[src/rtl/stack_param.sv]
// stack_param: parametrised LIFO operand stack with a registered read port.
//   Push writes at SP, pop reads the top and retreats SP, get peeks INDEX
//   entries below the top. Pointer arithmetic is modulo DEPTH, so DEPTH
//   need not be a power of two.
//   MODE 0 (circular): push on full overwrites the oldest entry, and pop on
//     empty still retreats SP and shows stale data. ERROR is never set.
//   MODE 1 (guarded): commands that would overflow, underflow or read past
//     COUNT are rejected, leave state and O_DATA unchanged, and raise ERROR
//     for one cycle.
// Ports:
//   CLK      clock, rising edge
//   RESET    asynchronous active-high reset
//   COMMAND  00 nop, 01 push, 10 pop, 11 get
//   INDEX    get depth below top (0 = top)
//   I_DATA   push data
//   O_DATA   registered pop/get data
//   O_VALID  O_DATA came from a live entry
//   FULL     COUNT == DEPTH
//   EMPTY    COUNT == 0
//   COUNT    number of live entries
//   ERROR    registered; high the cycle after a rejected command
module stack_param #(
  parameter int unsigned WIDTH = 4,
  parameter int unsigned DEPTH = 5,
  parameter int unsigned IW    = 3,
  parameter int unsigned MODE  = 0
) (
  input  logic                         CLK,
  input  logic                         RESET,
  input  logic [1:0]                   COMMAND,
  input  logic [IW-1:0]                INDEX,
  input  logic [WIDTH-1:0]             I_DATA,
  output logic [WIDTH-1:0]             O_DATA,
  output logic                         O_VALID,
  output logic                         FULL,
  output logic                         EMPTY,
  output logic [$clog2(DEPTH+1)-1:0]   COUNT,
  output logic                         ERROR
);

  localparam int unsigned SPW     = $clog2(DEPTH);
  localparam int unsigned CW      = $clog2(DEPTH + 1);
  localparam bit          GUARDED = (MODE != 0);

  typedef enum logic [1:0] {
    CMD_NOP  = 2'b00,
    CMD_PUSH = 2'b01,
    CMD_POP  = 2'b10,
    CMD_GET  = 2'b11
  } cmd_e;

  logic [WIDTH-1:0] mem [0:DEPTH-1];
  logic [SPW-1:0]   sp;

  cmd_e             cmd;
  logic [SPW-1:0]   top_idx;
  logic [SPW-1:0]   next_sp;
  logic [SPW-1:0]   get_idx;
  logic             get_live;
  logic [31:0]      k_w;
  logic [31:0]      addr_w;

  assign FULL  = (COUNT == CW'(DEPTH));
  assign EMPTY = (COUNT == '0);

  always_comb begin
    cmd      = cmd_e'(COMMAND);
    top_idx  = (sp == '0) ? SPW'(DEPTH - 1) : sp - 1'b1;
    next_sp  = (sp == SPW'(DEPTH - 1)) ? '0 : sp + 1'b1;
    // Reduce INDEX mod DEPTH first so sp + DEPTH - 1 - k never underflows.
    k_w      = 32'(INDEX) % DEPTH;
    addr_w   = (32'(sp) + DEPTH - 32'd1 - k_w) % DEPTH;
    get_idx  = SPW'(addr_w);
    // Liveness uses the raw INDEX, so an aliased index still reads as stale.
    get_live = (32'(INDEX) < 32'(COUNT));
  end

  always_ff @(posedge CLK or posedge RESET) begin
    if (RESET) begin
      sp      <= '0;
      COUNT   <= '0;
      O_DATA  <= '0;
      O_VALID <= 1'b0;
      ERROR   <= 1'b0;
      for (int unsigned i = 0; i < DEPTH; i++) begin
        mem[i] <= '0;
      end
    end else begin
      case (cmd)
        CMD_PUSH: begin
          if (GUARDED && FULL) begin
            ERROR <= 1'b1;
          end else begin
            mem[sp] <= I_DATA;
            sp      <= next_sp;
            if (!FULL) COUNT <= COUNT + 1'b1;
            ERROR   <= 1'b0;
          end
        end
        CMD_POP: begin
          if (GUARDED && EMPTY) begin
            O_VALID <= 1'b0;
            ERROR   <= 1'b1;
          end else begin
            O_DATA  <= mem[top_idx];
            O_VALID <= !EMPTY;
            sp      <= top_idx;
            if (!EMPTY) COUNT <= COUNT - 1'b1;
            ERROR   <= 1'b0;
          end
        end
        CMD_GET: begin
          if (GUARDED && !get_live) begin
            O_VALID <= 1'b0;
            ERROR   <= 1'b1;
          end else begin
            O_DATA  <= mem[get_idx];
            O_VALID <= get_live;
            ERROR   <= 1'b0;
          end
        end
        default: begin
          ERROR <= 1'b0;
        end
      endcase
    end
  end

endmodule

[config.mk]
export PLATFORM = sky130hd
export DESIGN_NAME = stack_param
export DESIGN_NICKNAME = d
export VERILOG_FILES = /design/src/rtl/stack_param.sv
export SDC_FILE = /design/constraint.sdc
export NUM_CORES = 1
export LEC_CHECK = 0
export CAP_MARGIN = 20
export CORE_UTILIZATION = 30
export DETAILED_ROUTE_END_ITERATION = 10
export SLEW_MARGIN = 20
export SYNTH_ARGS = -nofsm -noshare
export SYNTH_HDL_FRONTEND = slang
export SYNTH_SLANG_ARGS = --single-unit
[constraint.sdc]
create_clock -name CLK -period 14.85 [get_ports CLK]
set_input_delay 3.7125 -clock CLK [delete_from_list [all_inputs] [get_ports CLK]]
set_output_delay 3.7125 -clock CLK [all_outputs]
set_load 0.01 [all_outputs]
# Yosys cells after proc, flatten, opt, wreduce, memory -nomap -nowiden
# Cells that the tools add are included.
# classes
addsub	7
reduce_logical	7
n_div	2
order_cmp	5
n_eq_ne	7
bitwise	3
mux	17
# ops
op	n
3-bit by 3-bit remainder unit with 32-bit output (second input constant)	1
32-bit by 3-bit remainder unit with 32-bit output (second input constant)	1
32-bit subtractor	1
4-bit binary-select mux with 3-bit select	2
20-bit bitwise mux	1
4-bit two-way mux	5
4-bit demux with 3-bit select	1
4-bit >= comparator (second input constant)	3
3-bit two-way mux	4
3-bit inverter with 4-bit output	3
3-bit case mux with 2 select lines	2
4-bit case mux with 2 select lines	1
3-bit by 1-bit adder with 3-bit output (second input constant)	2
3-bit equality test (second input constant)	2
3-bit zero test	2
3-bit by 1-bit subtractor with 3-bit output (second input constant)	2
4-bit by 1-bit subtractor with 5-bit output (second input constant)	1
3-bit by 3-bit adder with 4-bit output (second input constant)	1
2-bit equality test (second input constant)	2
4-bit by 1-bit less-than comparator with 1-bit output (second input constant)	1
2-bit != test (second input constant)	2
2-bit nonzero test	2
3-bit less-than comparator	1
3-bit AND reduction	1
4 further kinds	4
# totals
inputBits	11
elab_cells	57
output_inout_bits	11
register_bits	31

# Depth between registers and ports, before layout
# Gate-level depths: netlist of the first run.
# logic_depth
depth_word	9
depth_mapped	29
mapped_depth_nobuf	28

# Worst setup path after synthesis of the first run
# Ideal clock, no wire load.
# synth_path
kind	input-to-reg
from	input port INDEX[0]
to	register O_DATA[0]
arrival_time_ns	9.382
setup_time_ns	0.126
slack_ns	5.342
stages	26
n_path_buf	1
t_required_ns	14.724
path_cell_list	inv_1 -> ha_1 -> inv_1 -> ha_1 -> clkbuf_1 -> a21o_1 -> xnor2_1 -> ha_1 -> fa_1 -> or3_1 -> o32a_1 -> a21oi_2 -> a211o_1 -> nand2_1 -> ha_1 -> a2111oi_0 -> o31a_1 -> mux2_4 -> ha_1 -> nand2b_1 -> and2_1 -> a2111o_1 -> a211oi_4 -> a22oi_2 -> o221a_1 -> a221o_1
# synth_via
elab_chain_cells	8
# synth_lines
item	line	source
start, declared	31	input logic [IW-1:0] INDEX,
3-bit by 3-bit remainder unit with 32-bit output	71	k_w = 32'(INDEX) % DEPTH;
32-bit subtractor	72	addr_w = (32'(sp) + DEPTH - 32'd1 - k_w) % DEPTH;
32-bit by 3-bit remainder unit with 32-bit output	72	
3-bit inverter with 4-bit output (implied by the code)	117	O_DATA <= mem[get_idx];
4-bit binary-select mux with 3-bit select	117	
4-bit two-way mux (implied by the code) (2 in a row)	117	
4-bit case mux with 2 select lines	89	case (cmd)
end signal, assigned	105	O_DATA <= mem[top_idx];
end signal, assigned	117	
end, declared	33	output logic [WIDTH-1:0] O_DATA,
# No other way between the ends. The select of a mux whose other input is x is not followed.
# A chain may end at the register's enable or synchronous reset.

# Worst setup path after layout of the first run
# Same ends and word-level chain as after synthesis.

==> flow_summary.ini, run 1 <==
[clock_tree]
cts-resized-gates = 0
clock_insertion_delay_worst_skew_ns = 0.28
cts-buffers-inserted = 5
cts_num_sinks = 31
ctsLongestPathBuffers = 2
cts.reportedPaths.clkPinSlew_ns = 0.07
cts_root_buffer_type = sky130_fd_sc_hd__clkbuf_8
post_cts_hold_buffer_count = 0
htreeDepth = 2
cts_tree = done
postCtsSetupRepairBufs = 0

[critical_path]
cp_slowest_cell = sky130_fd_sc_hd__clkdlybuf4s50_1
path_common_cell = sky130_fd_sc_hd__ha_1
reg2regPathDepth = 20
worst_path_buffer_plus_inverter_count = 3
cp_max_fo = 11
cp_data_required_time_ns = 15.02
critical_path.endpoint_type = flop
crit_cells = 26
worstSetupPathType = in2reg
path_delay_family = compound AO/OA/AOI/OAI gates
cpPeakStageDelay_ns = 0.54
endpoint_arrival_time_on_the_critical_path_ns = 10.53
worst_setup_path_start_kind = primary input

[die]
initial_core_util_pct = 31.5
core_mm2 = 0.00889
chipHeight_um = 98.6
num_io_pins = 22
floorplan.die.width_um = 98.6
design.die.area_mm2 = 0.00972
core.rowCount = 34

[logic_synthesis]
mappedNetlistArea_mm2 = 0.00280
synth_seq_cells = 31
async_s_r_ff_share_synth_pct = 100
synth_warnings = 0
post_synthesis_cell_type_with_the_largest_combined_area = sky130_fd_sc_hd__dfrtp_1
yosys.cell_types.count = 71
netlist_top_cells_area = sky130_fd_sc_hd__dfrtp_1 (28%), sky130_fd_sc_hd__ha_1 (8.9%), sky130_fd_sc_hd__mux2_2 (8.4%), sky130_fd_sc_hd__mux4_2 (3.2%), sky130_fd_sc_hd__o21ai_0 (2.9%)
syn_nets = 331
post_synthesis_average_cell_area_um2 = 9.39
syn_inst = 298
ys_seq_area_share_pct = 27.7
synthDominantCellAreaShare_pct = 27.7
predominant_post_synthesis_flop_cell = sky130_fd_sc_hd__dfrtp_1
synth-edff-count = 0

[route]
route.detailed.wl_per_inst_um = 16.0
drc_violations = 0
via_per_inst = 5.69
dr_total_vias = 2413
drtPass1Iterations = 4
drt_wl_total_mm = 6.77
drt.antenna.violating_nets = 0
drt-initial-drc-count = 106

[final_layout]
layout.cells.most_common_list = sky130_fd_sc_hd__dfrtp_1 (31), sky130_fd_sc_hd__inv_1 (21), sky130_fd_sc_hd__mux2_2 (21)
nets = 349
num_antenna_cells = 0
mostFrequentLayoutCell = sky130_fd_sc_hd__dfrtp_1
final_layout_fill_cell_count = 896
layout-drive-gt1-share_pct = 15.2
area_growth_syn_to_layout_pct = 13.3

[global_route]
number_of_antenna_violations_at_the_first_check_in_global_routing = 0
grt_max_degree = 32
grt_overflow = 0
grt_use_total_pct = 14.8
vias_in_the_first_global_route = 2340
grt_pass1_wl_mm = 11.6

[sta]
finalMaxSlewViolations = 0
timing.final.crit_share_pct = 69.8
fmax_mhz = 96.5
finalClockSkew_ns = 0.00860
rsz_0062_raised_after_global_routing = false
final-hold-violation-count = 0
min_period_ns = 10.37
fin_tns_setup_ns = 0
report.final.setup_viol = 0
max-slew-margin-rel_pct = 39.7
tightest_slew_ns = 0.879

[worst_hold_path]
min_path_cells = 1
hold_path.class = reg2reg

[status]
status = finished, final reports clean

[place]
port-buffer-count = 20
place_congestion = 0.832
dp_hpwl_mm = 5.21

[flow_run]
max-cap-violations = 0
==> worst reg2reg max path, cell delays in order (launching register included) <==
cell                        delay [ns]
sky130_fd_sc_hd__dfrtp_1          0.48
sky130_fd_sc_hd__inv_1            0.16
sky130_fd_sc_hd__ha_1             0.27
sky130_fd_sc_hd__fa_1             0.44
sky130_fd_sc_hd__and2b_4          0.31
sky130_fd_sc_hd__a2bb2oi_1        0.30
sky130_fd_sc_hd__o311a_1          0.28
sky130_fd_sc_hd__a211o_1          0.22
sky130_fd_sc_hd__nand2_1          0.10
sky130_fd_sc_hd__ha_1             0.25
sky130_fd_sc_hd__a2111oi_0        0.41
sky130_fd_sc_hd__o31a_1           0.26
sky130_fd_sc_hd__mux2_4           0.36
sky130_fd_sc_hd__ha_1             0.18
sky130_fd_sc_hd__nand2b_1         0.17
sky130_fd_sc_hd__and2_1           0.20
sky130_fd_sc_hd__a2111o_1         0.48
sky130_fd_sc_hd__a211oi_1         0.37
sky130_fd_sc_hd__a22oi_2          0.17
sky130_fd_sc_hd__o221a_1          0.27
sky130_fd_sc_hd__a221o_1          0.29
==> Yosys cell counts, drive strengths merged (2+ instances only) <==
library cell	instances
nand3b	3
a41oi	4
buf	5
a22oi	4
mux4	4
a221o	3
o2111ai	3
o22ai	4
o211ai	7
ha	20
nor2	13
a21oi	15
dfrtp	31
nand2b	5
o311a	2
nor3	12
nor2b	5
mux2i	2
o31a	2
a211o	3
and3b	2
a211oi	3
nand3	9
or3	3
o21ai	19
a21o	7
o221a	3
nand4	2
nand2	20
or2	2
o21bai	2
mux2	22
inv	21
clkbuf	5
xnor2	3
fa	2
a31oi	5
==> through the flow <==
stage / hold slack [ns] / instances / setup slack (ns) / instance area [µm²] / util, %
4_1_cts: 0.538 / 424 / 4.56 / 3170 / 35.7
3_3_place_gp: 0.524 / 417 / 4.41 / 3080 / 34.7
2_1_floorplan: 0.490 / 298 / 5.34 / 2800 / -
3_5_place_dp: 0.523 / 417 / 4.28 / 3080 / 34.7
5_1_grt: 0.558 / 424 / 4.06 / 3170 / 35.7
6_report: 0.539 / 424 / 4.48 / 3170 / 35.7
==> final timing paths <==
kind	start	end	slack [ns]
max	INDEX[0]	O_DATA[0]	4.48
min	mem[4]	mem[4]	0.54
max reg2reg	sp[0]	O_DATA[0]	8.78
min reg2reg	mem[4]	mem[4]	0.54
max in group asynchronous	RESET	mem[19]	10.74
min in group asynchronous	RESET	O_DATA[2]	3.81
==> cells by family after synthesis <==
logic type	synth area share [%]
AOI/OAI and AO/OA	28.5
and+or+nand+nor	14.4
buffers and inverters	5.01
DFF	27.7
muxes	12.9
adders and majority gates	10.4
xor gates and xnor gates	0.939
other	0.134
==> registers in the layout, indices dropped and copies added (netlist names) <==
| register | cells |
|---|---|
| mem | 20 |
| O_DATA | 4 |
| COUNT | 3 |
| sp | 3 |
| O_VALID | 1 |
==> final cells by class <==
type	count	area (µm²)	area share, %
Timing Repair Buffer	21	208	6.55
Tap cell	108	135	4.26
Clock buffer	6	82.6	2.60
Multi-Input combinational cell	235	1880	59.4
Inverter	22	82.6	2.60
Clock inverter	1	5.00	0.158
Sequential cell	31	776	24.5
==> layer usage <==
metal	part of all wire [%]	global-route usage [%]	wire, µm
met2	46	24.9	3150
met5	0	0	0
met3	5.1	2.70	344
met4	0.62	2.30	42
met1	48	20.2	3230
Power of run 1 is not shown: default switching activity piles up to over one toggle a cycle in this logic, so the estimate is an artifact.
==> inputs of run 2 (changes only) <==
==> constraint.sdc (replaced) <==
create_clock -name CLK -period 8.6 [get_ports CLK]
set_input_delay 2.15 -clock CLK [delete_from_list [all_inputs] [get_ports CLK]]
set_output_delay 2.15 -clock CLK [all_outputs]
set_load 0.01 [all_outputs]
==> flow_summary.ini, run 2 (synthesis results as in run 1) <==
[status]
status = finished, final reports clean

[die]
core_mm2 = 0.00889
core.rowCount = 34
chipHeight_um = 98.6
design.die.area_mm2 = 0.00972
initial_core_util_pct = 31.5
floorplan.die.width_um = 98.6
num_io_pins = 22

[route]
via_per_inst = 5.73
drt.antenna.violating_nets = 0
route.detailed.wl_per_inst_um = 16.4
drt-initial-drc-count = 110
dr_total_vias = 2493
drt_wl_total_mm = 7.13
drc_violations = 0
drtPass1Iterations = 4

[sta]
fmax_mhz = 121
timing.final.crit_share_pct = 96.4
finalClockSkew_ns = 0.00415
min_period_ns = 8.29
tightest_slew_ns = 0.868
max-slew-margin-rel_pct = 41.7
report.final.setup_viol = 0
final-hold-violation-count = 0
finalMaxSlewViolations = 0

[place]
port-buffer-count = 20
dp.cells = 424
place_congestion = 0.974
dp_hpwl_mm = 5.44

[final_layout]
largest_register_ff_count = 20
final-seq-area_um2 = 776
layout-drive-gt1-share_pct = 19.0
layoutNonFillerInstCount = 435
area_growth_syn_to_layout_pct = 18.6
mostFrequentLayoutCell = sky130_fd_sc_hd__dfrtp_1
reg_top3 = mem: 20 flops, O_DATA: 4 flops
layout.cells.most_common_list = sky130_fd_sc_hd__dfrtp_1 (31), sky130_fd_sc_hd__inv_1 (21), sky130_fd_sc_hd__mux2_2 (21)
multi_input_area_mm2 = 0.00191
regMostFlops = mem
num_antenna_cells = 0
nets = 359
final_layout_fill_cell_count = 887

[global_route]
vias_in_the_first_global_route = 2385
number_of_antenna_violations_at_the_first_check_in_global_routing = 0
grt_pass1_wl_mm = 12.1
grt_overflow = 0
grt_use_total_pct = 15.5
grt_max_degree = 32

[worst_hold_path]
hold_path.class = reg2reg

[clock_tree]
cts_tree = done
cts_num_sinks = 31
clock_insertion_delay_worst_skew_ns = 0.28
cts_root_buffer_type = sky130_fd_sc_hd__clkbuf_8
cts.reportedPaths.clkPinSlew_ns = 0.07
ctsLongestPathBuffers = 2
cts-buffers-inserted = 5
htreeDepth = 2

[critical_path]
worst_setup_path_start_kind = primary input
endpoint_arrival_time_on_the_critical_path_ns = 8.45
worstSetupPathType = in2reg
cp_data_required_time_ns = 8.77
cp_max_fo = 7
critical_path.endpoint_type = flop

[flow_run]
max-cap-violations = 0
run 2: final timing paths:
| path | start | cells past startpoint | to | slack [ns] |
|---|---|---|---|---|
| max | INDEX[0] | 28 | O_DATA[1] | 0.31 |
| min | mem[17] | 1 | mem[17] | 0.54 |
| max reg2reg | sp[0] | 22 | O_DATA[1] | 2.72 |
| min reg2reg | mem[17] | 1 | mem[17] | 0.54 |
| max in group asynchronous | RESET | 3 | mem[6] | 6.07 |
| min in group asynchronous | RESET | 3 | sp[1] | 2.24 |
run 2: what timing repair did:
action / 4_1_cts / 5_1_grt
gates resized for setup: 0 / 6
endpoints found under the hold margin: 0 / 0
hold buffers: 0 / 0
setup endpoints to repair: 0 / 4
setup buffers: 0 / 3
run 2: metal layers:
layer / share of wire [%] / vias up / GRT usage [%] / wire (µm)
met2: 46 / 77 / 24.2 / 3300
li1: - / 1191 / - / -
met1: 48 / 1217 / 22.1 / 3390
met3: 5.2 / 8 / 3.19 / 369
met4: 0.95 / 0 / 3.56 / 68
met5: 0 / - / 0 / 0
run 2: cell type report:
cell class | count | share of cell area, %
sequential | 31 | 23.4
inverter | 22 | 2.49
timing repair buffer | 31 | 8.52
tap | 108 | 4.07
clock buffer | 6 | 2.19
clock inverter | 2 | 1.81
multi-input combinational | 235 | 57.6
run 2: per-stage QoR:
step / instance area, µm² / hold WS, ns / TNS, ns / setup slack (ns) / utilization, %
global placement: 3140 / 0.530 / 0 / 0.150 / 35.3
CTS: 3270 / 0.546 / 0 / 0.310 / 36.8
global route: 3320 / 0.559 / -0.0925 / -0.0363 / 37.3
floorplan: 2800 / 0.490 / 0 / 0.654 / -
finish: 3320 / 0.543 / 0 / 0.311 / 37.3
detailed placement: 3140 / 0.528 / 0 / 0.0330 / 35.3
run 2: critical path, stage by stage:
cell                              delay (ns)
sky130_fd_sc_hd__clkdlybuf4s50_1        0.42
sky130_fd_sc_hd__inv_1                  0.09
sky130_fd_sc_hd__ha_1                   0.16
sky130_fd_sc_hd__inv_1                  0.04
sky130_fd_sc_hd__ha_1                   0.18
sky130_fd_sc_hd__a21o_1                 0.20
sky130_fd_sc_hd__xnor2_1                0.14
sky130_fd_sc_hd__ha_1                   0.22
sky130_fd_sc_hd__fa_1                   0.44
sky130_fd_sc_hd__and2b_4                0.32
sky130_fd_sc_hd__o2111a_1               0.22
sky130_fd_sc_hd__o21ai_0                0.20
sky130_fd_sc_hd__a211o_1                0.34
sky130_fd_sc_hd__nand2_1                0.09
sky130_fd_sc_hd__ha_1                   0.25
sky130_fd_sc_hd__inv_1                  0.10
sky130_fd_sc_hd__a32o_1                 0.22
sky130_fd_sc_hd__o31a_1                 0.27
sky130_fd_sc_hd__mux2_4                 0.35
sky130_fd_sc_hd__ha_1                   0.21
sky130_fd_sc_hd__nand2b_1               0.11
sky130_fd_sc_hd__and2_1                 0.22
sky130_fd_sc_hd__a21oi_2                0.09
sky130_fd_sc_hd__o22ai_1                0.43
sky130_fd_sc_hd__a21oi_1                0.16
sky130_fd_sc_hd__a21oi_1                0.32
sky130_fd_sc_hd__a31oi_1                0.15
sky130_fd_sc_hd__a221o_1                0.33
Power of run 2 is left out for the same reason.
==> inputs of run 3 (changes only) <==
==> constraint.sdc (replaced) <==
create_clock -name CLK -period 8.6 [get_ports CLK]
set_input_delay 2.15 -clock CLK [delete_from_list [all_inputs] [get_ports CLK]]
set_output_delay 2.15 -clock CLK [all_outputs]
set_load 0.1 [all_outputs]
==> results of run 3 <==
Same layout as run 2 (identical final DEF). Status: finished, final reports clean.
Power of run 3 is left out for the same reason.
